## src/rtl/lcd_frame_scheduler.sv

```systemverilog
// Shadow 16x2 LCD frame buffer that streams dirty cells round-robin to the character driver; start pulse two edges after the IDLE pick.
// Stalls in IDLE while lcd_ready is low; LCD_PERIODIC_REFRESH_EN adds a free-running counter that re-dirties the whole screen.
module lcd_frame_scheduler #(
  parameter int BUSY_TIMEOUT   = 16,
  parameter int REFRESH_CYCLES = 50_000_000
) (
  input  logic       clk,
  input  logic       rst,
  input  logic       wr_en,
  input  logic [4:0] wr_addr,
  input  logic [7:0] wr_data,
  input  logic       lcd_ready,
  output logic       lcd_start,
  output logic [6:0] lcd_pos,
  output logic [7:0] lcd_char,
  output logic       busy
);

  typedef enum logic [1:0] {IDLE, SEND, WAIT_BUSY, WAIT_DONE} state_t;

  localparam int TW = $clog2(BUSY_TIMEOUT + 1);

  state_t          state_q, state_d;
  logic [7:0]      cell_q [32];
  logic [7:0]      cell_d [32];
  logic [31:0]     dirty_q, dirty_d;
  logic [4:0]      ptr_q, ptr_d;
  logic [4:0]      idx_q, idx_d;
  logic [TW-1:0]   tmo_q, tmo_d;
  logic            lcd_start_q, lcd_start_d;
  logic [6:0]      lcd_pos_q, lcd_pos_d;
  logic [7:0]      lcd_char_q, lcd_char_d;
  logic            busy_q, busy_d;
  logic            refresh_hit;
  logic            sel_found;
  logic [4:0]      sel_idx;

`ifdef LCD_PERIODIC_REFRESH_EN
  logic [31:0] refresh_q, refresh_d;

  always_comb begin
    refresh_hit = (refresh_q == 32'(REFRESH_CYCLES - 1));
    refresh_d   = refresh_hit ? 32'd0 : refresh_q + 32'd1;
  end

  always_ff @(posedge clk or posedge rst) begin
    if (rst) refresh_q <= 32'd0;
    else     refresh_q <= refresh_d;
  end
`else
  localparam int unused_refresh_cycles = REFRESH_CYCLES;
  assign refresh_hit = 1'b0;
`endif

  // Descending scan so the smallest offset from ptr is the one that sticks.
  always_comb begin
    sel_found = 1'b0;
    sel_idx   = ptr_q;
    for (int i = 31; i >= 0; i--) begin
      if (dirty_q[ptr_q + 5'(i)]) begin
        sel_found = 1'b1;
        sel_idx   = ptr_q + 5'(i);
      end
    end
  end

  always_comb begin
    state_d     = state_q;
    cell_d      = cell_q;
    dirty_d     = dirty_q;
    ptr_d       = ptr_q;
    idx_d       = idx_q;
    tmo_d       = tmo_q;
    lcd_start_d = 1'b0;
    lcd_pos_d   = lcd_pos_q;
    lcd_char_d  = lcd_char_q;
    busy_d      = (dirty_q != 32'd0) || (state_q != IDLE);

    case (state_q)
      IDLE: begin
        if (lcd_ready && sel_found) begin
          idx_d            = sel_idx;
          lcd_pos_d        = {sel_idx[4], 2'b00, sel_idx[3:0]};
          lcd_char_d       = cell_q[sel_idx];
          dirty_d[sel_idx] = 1'b0;
          ptr_d            = sel_idx + 5'd1;
          state_d          = SEND;
        end
      end
      SEND: begin
        lcd_start_d = 1'b1;
        tmo_d       = '0;
        state_d     = WAIT_BUSY;
      end
      WAIT_BUSY: begin
        if (!lcd_ready) begin
          state_d = WAIT_DONE;
        end else if (tmo_q == TW'(BUSY_TIMEOUT - 1)) begin
          // Driver never acknowledged: put the cell back in the queue.
          dirty_d[idx_q] = 1'b1;
          state_d        = IDLE;
        end else begin
          tmo_d = tmo_q + TW'(1);
        end
      end
      WAIT_DONE: begin
        if (lcd_ready) state_d = IDLE;
      end
      default: state_d = IDLE;
    endcase

    // Applied after the IDLE clear so a same-cycle write keeps the cell dirty.
    if (wr_en) begin
      cell_d[wr_addr]  = wr_data;
      dirty_d[wr_addr] = 1'b1;
    end
    if (refresh_hit) dirty_d = '1;
  end

  always_ff @(posedge clk or posedge rst) begin
    if (rst) begin
      state_q     <= IDLE;
      for (int i = 0; i < 32; i++) cell_q[i] <= 8'h20;
      dirty_q     <= '1;
      ptr_q       <= 5'd0;
      idx_q       <= 5'd0;
      tmo_q       <= '0;
      lcd_start_q <= 1'b0;
      lcd_pos_q   <= 7'h00;
      lcd_char_q  <= 8'h20;
      busy_q      <= 1'b0;
    end else begin
      state_q     <= state_d;
      cell_q      <= cell_d;
      dirty_q     <= dirty_d;
      ptr_q       <= ptr_d;
      idx_q       <= idx_d;
      tmo_q       <= tmo_d;
      lcd_start_q <= lcd_start_d;
      lcd_pos_q   <= lcd_pos_d;
      lcd_char_q  <= lcd_char_d;
      busy_q      <= busy_d;
    end
  end

  assign lcd_start = lcd_start_q;
  assign lcd_pos   = lcd_pos_q;
  assign lcd_char  = lcd_char_q;
  assign busy      = busy_q;

endmodule

```

## config.mk

```make
export PLATFORM = sky130hd
export DESIGN_NAME = lcd_frame_scheduler
export DESIGN_NICKNAME = d
export VERILOG_FILES = /design/src/rtl/lcd_frame_scheduler.sv
export SDC_FILE = /design/constraint.sdc
export NUM_CORES = 1
export LEC_CHECK = 0
export BUFFER_PORTS_ARGS = -buffer_cell sky130_fd_sc_hd__buf_2
export CORE_UTILIZATION = 35
export DETAILED_ROUTE_END_ITERATION = 12
export GPL_ROUTABILITY_DRIVEN = 0
export PLACE_DENSITY = 0.52
export REMOVE_ABC_BUFFERS = 1
export SKIP_LAST_GASP = 1
export SLEW_MARGIN = 15
export SYNTH_ARGS = -nofsm -noshare
export SYNTH_HDL_FRONTEND = slang
export SYNTH_SLANG_ARGS = --single-unit
```

## constraint.sdc

```tcl
create_clock -name clk -period 20.1 [get_ports clk]
set_clock_uncertainty 0.05 [all_clocks]
set_input_delay 1.005 -clock clk [delete_from_list [all_inputs] [get_ports clk]]
set_output_delay 1.005 -clock clk [all_outputs]
set_load 0.02 [all_outputs]
```

==> results of run 1 <==
==> critical path, delay by kind of cell, from the launching register on <==
| family | cells | cell delay [ps] |
|---|---|---|
| adder cells (fa/ha/maj) | 1 | 560 |
| buffers and inverters | 5 | 2720 |
| multiplexers | 4 | 1930 |
| AND/OR/NAND/NOR | 2 | 790 |
| flip-flops | 1 | 340 |
| AO/OA/AOI/OAI | 6 | 1850 |
==> worst max-delay path by stage <==
stage / startpoint / to / slack [ps]
4_1_cts: ptr_q[1] / lcd_char[0] / 11760
3_5_place_dp: ptr_q[1] / lcd_char[0] / 11820
3_3_place_gp: ptr_q[1] / lcd_char[0] / 11890
5_1_grt: ptr_q[1] / lcd_char[0] / 11340
6_report: ptr_q[1] / lcd_char[0] / 11700
2_1_floorplan: rst / busy / 10440
==> sequential cells by signal, indices dropped and copies added (netlist names) <==
name and count:
dirty_q 32, tmo_q 5, cell_q 256, state_q 2
busy 1, lcd_char 8, ptr_q 5, lcd_pos 5
lcd_start 1
==> routing by layer <==
| metal | vias up | wire, µm | track usage, % | part of all wire, % |
|---|---|---|---|---|
| met5 | - | 0 | 0 | 0 |
| met4 | 0 | 2880 | 8.59 | 3.9 |
| met3 | 175 | 6170 | 3.99 | 8.4 |
| met2 | 859 | 33900 | 38.9 | 46 |
| met1 | 8584 | 30500 | 32.2 | 41 |
| li1 | 7503 | - | - | - |
==> cells by family (layout without fill, tap and decap cells) <==
logic type	Yosys count	in the layout	share of synthesized area, %
AO/OA/AOI/OAI	330	330	12.3
XOR/XNOR	40	40	1.90
adder cells (fa/ha/maj)	19	19	1.12
buffers and inverters	166	166	4.05
flip-flops	315	315	37.5
multiplexers	414	414	26.9
other	1	4	0.0177
AND/OR/NAND/NOR	764	764	16.2
==> area by class of cell <==
class                           instances  area [µm²]
Fill cell                            5877       36500
Multi-Input combinational cell       1569       12400
Sequential cell                       315        7970
Tap cell                              773         967
Clock buffer                           45         908
Timing Repair Buffer                   63         395
Inverter                               46         184
Clock inverter                         12         138
Antenna cell                            2        5.00
==> per-stage QoR <==
step,setup slack (ps),cells
floorplan,10440,1930
global placement,11890,2766
detailed placement,11820,2766
CTS,11760,2823
global route,11340,2823
finish,11700,2825
==> cell usage after synthesis (17+ instances only) <==
cell type | number | share of area, %
a21oi_1 | 34 | 0.80
a221o_1 | 34 | 1.6
a22oi_1 | 17 | 0.60
buf_2 | 18 | 0.42
clkbuf_1 | 67 | 1.2
dfrtp_1 | 250 | 29
dfstp_2 | 65 | 8.1
ha_1 | 19 | 1.1
inv_1 | 25 | 0.44
mux2_2 | 198 | 11
mux2i_1 | 96 | 4.5
mux4_2 | 96 | 10
nand2_1 | 467 | 8.3
nand2b_1 | 17 | 0.50
nand3_1 | 39 | 0.92
nor2_1 | 93 | 1.6
nor2b_1 | 20 | 0.59
nor3_1 | 27 | 0.64
o21ai_0 | 44 | 1.0
o22ai_1 | 23 | 0.68
xnor2_1 | 29 | 1.2
==> run_results.csv, run 1 <==
group,metric,value,unit
run_status,outcome,"finished, final reports clean",
global_route,overflow,0,
setup_path,cp_common_cell,"buf_4",
placed_design,dp_hpwl,50.1,mm
cts,clk_pin_slew,70,ps
setup_path,arrival,8850,ps
floorplanning,die_h,248,µm
logic_synthesis,yosysUniqueCellTypes,111,
layout,area_delta_synth_final,8.41,%
sta,hold_viol,0,
floorplanning,ios,34,
sta,worst_pin_slew,1170,ps
setup_path,start_kind,"flop",
drt,wl,73.5,mm
logic_synthesis,synth_edf_count,0,
cts,htreeDepth,1,
cts,cts_sinks,315,
setup_path,timing.rr.end,"lcd_char[0]",
floorplanning,die_x,248,µm
setup_path,max_stage_delay,770,ps
drt,drc,0,
floorplanning,rows,89,
worst_hold_path,hold_depth,2,
setup_path,crit_fanout,54,
setup_path,worst-r2r-cell-count,18,
logic_synthesis,async_flop_share,100,%
cts,hold_buffers,0,
logic_synthesis,ys.flop_type,"dfrtp_1",
cts,cts_tree,"yes",
sta,fmax,119,MHz
setup_path,cp_slowest_cell,"o311ai_1",
cts,cts_resized,0,
layout,nNetsFinal,2062,
drt,viasPerCell,6.06,
drt,ant_nets,0,
cts,numCtsBuffers,31,
drt,drtPass1Iterations,6,
logic_synthesis,ys_warn_count,0,
floorplanning,core,0.0595,mm²
global_route,grt_first_pass_wirelength,112,mm
sta,setup_viol,0,
logic_synthesis,yosysSeqAreaShare,37.5,%
logic_synthesis,ys_ff_latch,315,
cts,clock_tree.root_cell,"clkbuf_16",
placed_design,port_buffers,31,
drt,vias,17100,
sta,maxSlewHeadroom,21.4,%
worst_hold_path,holdPathEnd,"cell_q[189]",
logic_synthesis,synthCells,2049,
sta,whs,412,ps
layout,drive_gt1_share,26.4,%
cts,cts_setup_buffers,0,
setup_path,crit_type,"flop to flop",
sta,drv_slew,0,
setup_path,r2r_start,"ptr_q[1]",
setup_path,crit_path_end_kind,"flop",
global_route,grt_pass1_vias,17000,
floorplanning,dieArea,0.0616,mm²
drt,dr.first_iter.drc_count,2069,
flow_run,cap_violations,0,
setup_path,required,20560,ps
global_route,grtUsageTotal,24.0,%
worst_hold_path,hold_class,"flop to flop",
global_route,antenna_found_initial,0,
global_route,grt_max_degree,110,
cts,insertion_delay,580,ps
setup_path,ff2ff_setup_slack,11700,ps
floorplanning,start_util,35.7,%
sta,timing.final.crit_share,41.8,%
sta,rsz0062_at_grt,"false",
worst_hold_path,min_from,"cell_q[189]",
setup_path,worstPathCellList,"buf_4, inv_1, ha_1, buf_4, mux4_1, mux4_2, mux2i_1, nor4b_2, o311ai_0, a21oi_1, o311ai_2, a21boi_4, buf_4, buf_4, mux2_2, o221ai_1, o311ai_1, and4bb_1",
layout,utilization,38.7,%
layout,mostFrequentLayoutCells,"nand2_1 (467), dfrtp_1 (247), mux2_2 (198)",
logic_synthesis,netlist_area,0.0212,mm²
cts,cts_max_path_buffers,3,
layout,layout_commonest_cell,"nand2_1",
layout,design_area,0.0230,mm²
sta,totalNegativeSetupSlack,0,ps
drt,wl_per_cell,26.0,µm
placed_design,place_area,0.0219,mm²
sta,fin_crit,8400,ps
logic_synthesis,syn_area_per_cell,10.4,µm²
Power of run 1 is left out: the tool's default activity adds up to more than one toggle a clock period on the data nets, which glitch-free logic cannot reach.
==> inputs of run 2 (changes only) <==
--- a/config.mk
+++ b/config.mk
@@ -5,11 +5,12 @@
 export SDC_FILE = /design/constraint.sdc
 export NUM_CORES = 1
 export LEC_CHECK = 0
+export ABC_AREA = 1
 export BUFFER_PORTS_ARGS = -buffer_cell sky130_fd_sc_hd__buf_2
 export CORE_UTILIZATION = 35
 export DETAILED_ROUTE_END_ITERATION = 12
 export GPL_ROUTABILITY_DRIVEN = 0
-export PLACE_DENSITY = 0.52
+export PLACE_DENSITY = 0.54
 export REMOVE_ABC_BUFFERS = 1
 export SKIP_LAST_GASP = 1
 export SLEW_MARGIN = 15
==> constraint.sdc (replaced) <==
create_clock -name clk -period 7.35 [get_ports clk]
set_clock_uncertainty 0.05 [all_clocks]
set_input_delay 0.3675 -clock clk [delete_from_list [all_inputs] [get_ports clk]]
set_output_delay 0.3675 -clock clk [all_outputs]
set_load 0.02 [all_outputs]
==> run 2 against run 1 <==
Effect of this change:
- routed wire length is 7.9% lower
- die area is 9.3% lower
- setup slack worse by 11000 ps
- via count is 11% higher
- critical path type unchanged
==> run_results.csv, run 2 <==
group,metric,value,unit
cts,htreeDepth,2,
setup_path,worst-r2r-cell-count,49,
logic_synthesis,async_flop_share,100,%
setup_path,crit_fanout,54,
drt,wl_per_cell,19.7,µm
layout,largest_reg_flops,256,
layout,drive_gt1_share,8.92,%
setup_path,ff2ff_setup_slack,700,ps
floorplanning,die_h,236,µm
sta,setup_viol,0,
floorplanning,start_util,35.6,%
setup_path,r2r_start,"ptr_q[1]",
drt,drtPass1Iterations,6,
logic_synthesis,yosysTopAreaCellShare,32.6,%
placed_design,dp_hpwl,45.0,mm
drt,vias,19000,
drt,ant_nets,0,
global_route,antenna_found_initial,1,
setup_path,crit_path_end_kind,"flop",
sta,fmax,150,MHz
sta,timing.final.crit_share,90.5,%
logic_synthesis,synthTopCellsByCount,"nand2_1 (919), nand3_1 (481), dfrtp_1 (250), o21ai_0 (237), a21oi_1 (159)",
layout,mostFrequentLayoutCells,"nand2_1 (918), nand3_1 (481), dfrtp_1 (250)",
logic_synthesis,yosysTopAreaCell,"dfrtp_1",
cts,insertion_delay,550,ps
logic_synthesis,yosysUniqueCellTypes,45,
global_route,grt_max_degree,126,
floorplanning,die_x,236,µm
sta,fin_crit,6650,ps
global_route,grt_pass1_vias,18100,
floorplanning,ios,34,
logic_synthesis,ys_warn_count,0,
worst_hold_path,hold_depth,4,
cts,numCtsBuffers,37,
setup_path,max_stage_delay,620,ps
sta,maxSlewHeadroom,20.4,%
logic_synthesis,yosysSeqAreaShare,41.4,%
layout,nNetsFinal,2742,
sta,worst_pin_slew,1190,ps
drt,dr.first_iter.drc_count,1741,
setup_path,cp_common_cell,"nand2_1",
cts,cts_max_path_buffers,3,
global_route,grtUsageTotal,24.2,%
layout,regMostFlops,"cell_q",
setup_path,start_kind,"flop",
drt,wl,67.6,mm
global_route,grt_first_pass_wirelength,106,mm
logic_synthesis,synthCells,2755,
drt,viasPerCell,5.53,
setup_path,required,7760,ps
sta,hold_viol,0,
setup_path,cp_slowest_cell,"ha_2",
cts,cts_setup_buffers,0,
setup_path,crit_type,"flop to flop",
logic_synthesis,synthTopCellsByArea,"dfrtp_1 (33%), nand2_1 (18%), nand3_1 (13%)",
floorplanning,core,0.0540,mm²
worst_hold_path,min_from,"wr_data[7]",
layout,multiInputGateArea,0.00981,mm²
cts,cts_sinks,315,
global_route,overflow,0,
logic_synthesis,synth_edf_count,0,
logic_synthesis,ys.flop_type,"dfrtp_1",
logic_synthesis,netlist_area,0.0192,mm²
logic_synthesis,syn_area_per_cell,6.97,µm²
sta,rsz0062_at_grt,"false",
logic_synthesis,ys_ff_latch,315,
cts,clock_tree.root_cell,"clkbuf_16",
cts,clk_pin_slew,60,ps
placed_design,place_inst,3358,
setup_path,timing.rr.end,"lcd_char[6]",
floorplanning,rows,85,
sta,drv_slew,0,
setup_path,arrival,7070,ps
layout,antenna_cells,0,
flow_run,cap_violations,0,
logic_synthesis,synth_most_common_cell,"nand2_1",
layout,fin_cells,3431,
worst_hold_path,holdPathEnd,"cell_q[143]",
drt,drc,0,
run_status,outcome,"finished, final reports clean",
layout,area_delta_synth_final,9.72,%
layout,layout_commonest_cell,"nand2_1",
floorplanning,dieArea,0.0558,mm²
cts,cts_tree,"yes",
placed_design,port_buffers,31,
layout,nFillCells,5752,
worst_hold_path,hold_class,"input pin to flop",
layout,seq_area,0.00796,mm²
[run 2: cell types whose count changed after synthesis, sizes merged, moves of 34 or more]
cell	delta
a21oi	+122
a221o	-34
buf	+42
inv	+138
mux2	-215
mux2i	-99
mux4	-99
nand2	+458
nand3	+443
o21ai	+192
[run 2: logic make-up after synthesis]
logic type,count (synthesis),share of synthesized area (%)
compound gates,503,14.3
simple gates,1564,34.4
buf+inv,337,7.72
other cells,1,0.0195
mux,1,0.0521
xor+xnor,15,0.840
fa+ha+maj,19,1.24
flops,315,41.4
[run 2: routing by layer]
layer | track usage (%) | wire [µm] | up-vias
met3 | 2.98 | 4260 | 181
li1 | - | - | 9025
met1 | 32.4 | 29100 | 9065
met5 | 0 | 0 | -
met2 | 39.0 | 30900 | 709
met4 | 11.0 | 3360 | 0
[run 2: repair_timing]
action                                  4_1_cts  5_1_grt
hold endpoints to repair                     56        0
resized for setup                             0        1
hold buffers                                  5        0
endpoints found under the setup margin        0       34
[run 2: layout make-up]
| class | instances | area share, % |
|---|---|---|
| clock buffers | 55 | 5.25 |
| clock inverters | 13 | 0.457 |
| inverters | 173 | 3.12 |
| multi-input cells | 2104 | 46.6 |
| flip-flops and latches | 315 | 37.8 |
| well taps | 696 | 4.13 |
| repair buffers | 75 | 2.72 |
[run 2: critical path, delay by kind of cell, from the launching register on]
| family | cells | cell delay (ps) |
|---|---|---|
| buffers and inverters | 4 | 1490 |
| flip-flops | 1 | 380 |
| adder cells (fa/ha/maj) | 1 | 620 |
| AND/OR/NAND/NOR | 43 | 3790 |
| AO/OA/AOI/OAI | 1 | 180 |
[run 2: worst max path at each step]
stage	depth (start not counted)	from	to	slack, ps
2_1_floorplan	1	rst	busy	-1670
3_3_place_gp	48	ptr_q[1]	dirty_q[23]	490
3_5_place_dp	49	ptr_q[1]	lcd_char[0]	520
4_1_cts	49	ptr_q[1]	lcd_char[0]	460
5_1_grt	48	ptr_q[1]	dirty_q[23]	10
6_report	49	ptr_q[1]	lcd_char[6]	700
[run 2: stage by stage]
step / area, µm² / hold WS, ps / setup WS (ps) / setup TNS, ps / util (%)
final: 21100 / 342 / 695 / 0 / 39.0
after detailed placement: 19800 / 423 / 518 / 0 / 36.7
after floorplan: 18400 / 403 / -1670 / -418610 / -
after CTS: 21100 / 318 / 459 / 0 / 39.0
after global routing: 21100 / 354 / 11.6 / 0 / 39.0
after global placement: 19800 / 416 / 489 / 0 / 36.7
Power of run 2 is left out for the same reason.
==> inputs of run 3 (changes only) <==
--- a/config.mk
+++ b/config.mk
@@ -5,12 +5,11 @@
 export SDC_FILE = /design/constraint.sdc
 export NUM_CORES = 1
 export LEC_CHECK = 0
-export ABC_AREA = 1
 export BUFFER_PORTS_ARGS = -buffer_cell sky130_fd_sc_hd__buf_2
 export CORE_UTILIZATION = 35
 export DETAILED_ROUTE_END_ITERATION = 12
 export GPL_ROUTABILITY_DRIVEN = 0
-export PLACE_DENSITY = 0.54
+export PLACE_DENSITY = 0.52
 export REMOVE_ABC_BUFFERS = 1
 export SKIP_LAST_GASP = 1
 export SLEW_MARGIN = 15
==> constraint.sdc (replaced) <==
create_clock -name clk -period 6.78 [get_ports clk]
set_clock_uncertainty 0.05 [all_clocks]
set_input_delay 0.339 -clock clk [delete_from_list [all_inputs] [get_ports clk]]
set_output_delay 0.339 -clock clk [all_outputs]
set_load 0.02 [all_outputs]
==> run 3 against run 2 <==
Effect of this change:
- hold slack got worse by 180 ps
- register-to-register slack worse by 450 ps
- flip-flop and latch count unchanged
- critical endpoint is now lcd_char[0]
==> run_results.csv, run 3 (same netlist as run 1, synthesis figures left out) <==
group,metric,value,unit
run_status,outcome,"finished, final reports clean",
global_route,grt_max_degree,164,
global_route,grtUsageTotal,23.7,%
drt,vias,17300,
setup_path,crit_path_end_kind,"flop",
setup_path,crit_fanout,56,
sta,totalNegativeSetupSlack,0,ps
layout,layout_commonest_cell,"nand2_1",
global_route,grt_pass1_vias,17000,
layout,largest_reg_flops,256,
sta,maxSlewHeadroom,16.2,%
floorplanning,die_h,248,µm
placed_design,port_buffers,31,
layout,regMostFlops,"cell_q",
flow_run,cap_violations,0,
drt,dr.first_iter.drc_count,1454,
cts,cts_max_path_buffers,3,
placed_design,place_inst,2783,
sta,fin_crit,6540,ps
cts,numCtsBuffers,35,
cts,cts_tree,"yes",
global_route,overflow,0,
sta,fmax,153,MHz
cts,insertion_delay,530,ps
floorplanning,dieArea,0.0616,mm²
floorplanning,ios,34,
cts,clock_tree.root_cell,"clkbuf_16",
setup_path,required,7190,ps
worst_hold_path,min_from,"lcd_ready",
sta,hold_viol,0,
setup_path,max_stage_delay,810,ps
sta,rsz0062_at_grt,"false",
setup_path,worstPathCellList,"buf_4, ha_1, a21oi_1, xnor2_1, mux4_2, mux2i_1, and2_1, nand2_1, nor4_4, o311ai_2, a21boi_4, buf_12, buf_12, mux2i_1, nand3_1, o221ai_1, o311ai_1, and4bb_1",
setup_path,cp_slowest_cell,"xnor2_1",
floorplanning,die_x,248,µm
layout,drive_gt1_share,26.8,%
cts,cts_sinks,315,
setup_path,arrival,6950,ps
drt,drc,0,
sta,worst_pin_slew,1250,ps
drt,wl_per_cell,25.5,µm
drt,drtPass1Iterations,6,
sta,drv_slew,0,
cts,clk_pin_slew,60,ps
setup_path,r2r_start,"ptr_q[3]",
sta,timing.final.crit_share,96.4,%
layout,fin_cells,2848,
setup_path,critPathLaunch,"ptr_q[3]",
setup_path,start_kind,"flop",
setup_path,crit_type,"flop to flop",
layout,utilization,39.2,%
drt,wl,72.7,mm
sta,whs,162,ps
worst_hold_path,hold_class,"input pin to flop",
cts,cts_setup_buffers,0,
layout,nNetsFinal,2084,
layout,area_delta_synth_final,9.82,%
global_route,antenna_found_initial,0,
floorplanning,core,0.0595,mm²
placed_design,dp_hpwl,51.6,mm
sta,setup_viol,0,
drt,viasPerCell,6.07,
cts,htreeDepth,2,
global_route,grt_first_pass_wirelength,110,mm
floorplanning,start_util,35.7,%
floorplanning,rows,89,
drt,ant_nets,0,
layout,mostFrequentLayoutCells,"nand2_1 (467), dfrtp_1 (247), mux2_2 (198)",
==> run 3: critical path, delay by kind of cell, from the launching register on <==
family	cells	cell delay, ps
DFF	1	400
adders and majority gates	1	490
and+or+nand+nor	5	1210
xor gates and xnor gates	1	810
buffers and inverters	3	1080
AOI/OAI and AO/OA	5	1360
muxes	3	950
==> run 3: final cells by class <==
| type | instances | area (µm²) |
|---|---|---|
| Sequential cell | 315 | 7970 |
| Clock inverter | 5 | 50.0 |
| Multi-Input combinational cell | 1569 | 12400 |
| Antenna cell | 1 | 2.50 |
| Clock buffer | 58 | 1090 |
| Fill cell | 5815 | 36200 |
| Timing Repair Buffer | 81 | 596 |
| Inverter | 46 | 184 |
| Tap cell | 773 | 967 |
==> run 3: final timing paths <==
kind                                to  slack, ps  depth (start not counted)
max                        lcd_char[0]        240                         18
min                         state_q[0]        160                          2
max reg2reg                lcd_char[0]        240                         18
min reg2reg                cell_q[165]        410                          2
max in group asynchronous  cell_q[122]       4870                          4
min in group asynchronous  cell_q[139]        390                          3
==> run 3: stage by stage <==
step | instance area, µm² | worst slack, ps
floorplan | 20500 | -2220
global placement | 22100 | 497
detailed placement | 22100 | 434
CTS | 23300 | 402
global route | 23300 | 37.5
finish | 23300 | 243
==> run 3: routing by layer <==
metal  GRT usage [%]  wire, µm  vias up
li1                -         -     7562
met1            31.4     30300     8769
met2            38.8     34200      798
met3            3.91      5390      155
met4            9.02      2790        0
met5               0         0        -
==> run 3: repair_timing <==
action / CTS / global route
hold buffers: 1 / 0
gates resized for setup: 0 / 0
hold endpoints to repair: 64 / 0
Power of run 3 is left out for the same reason.
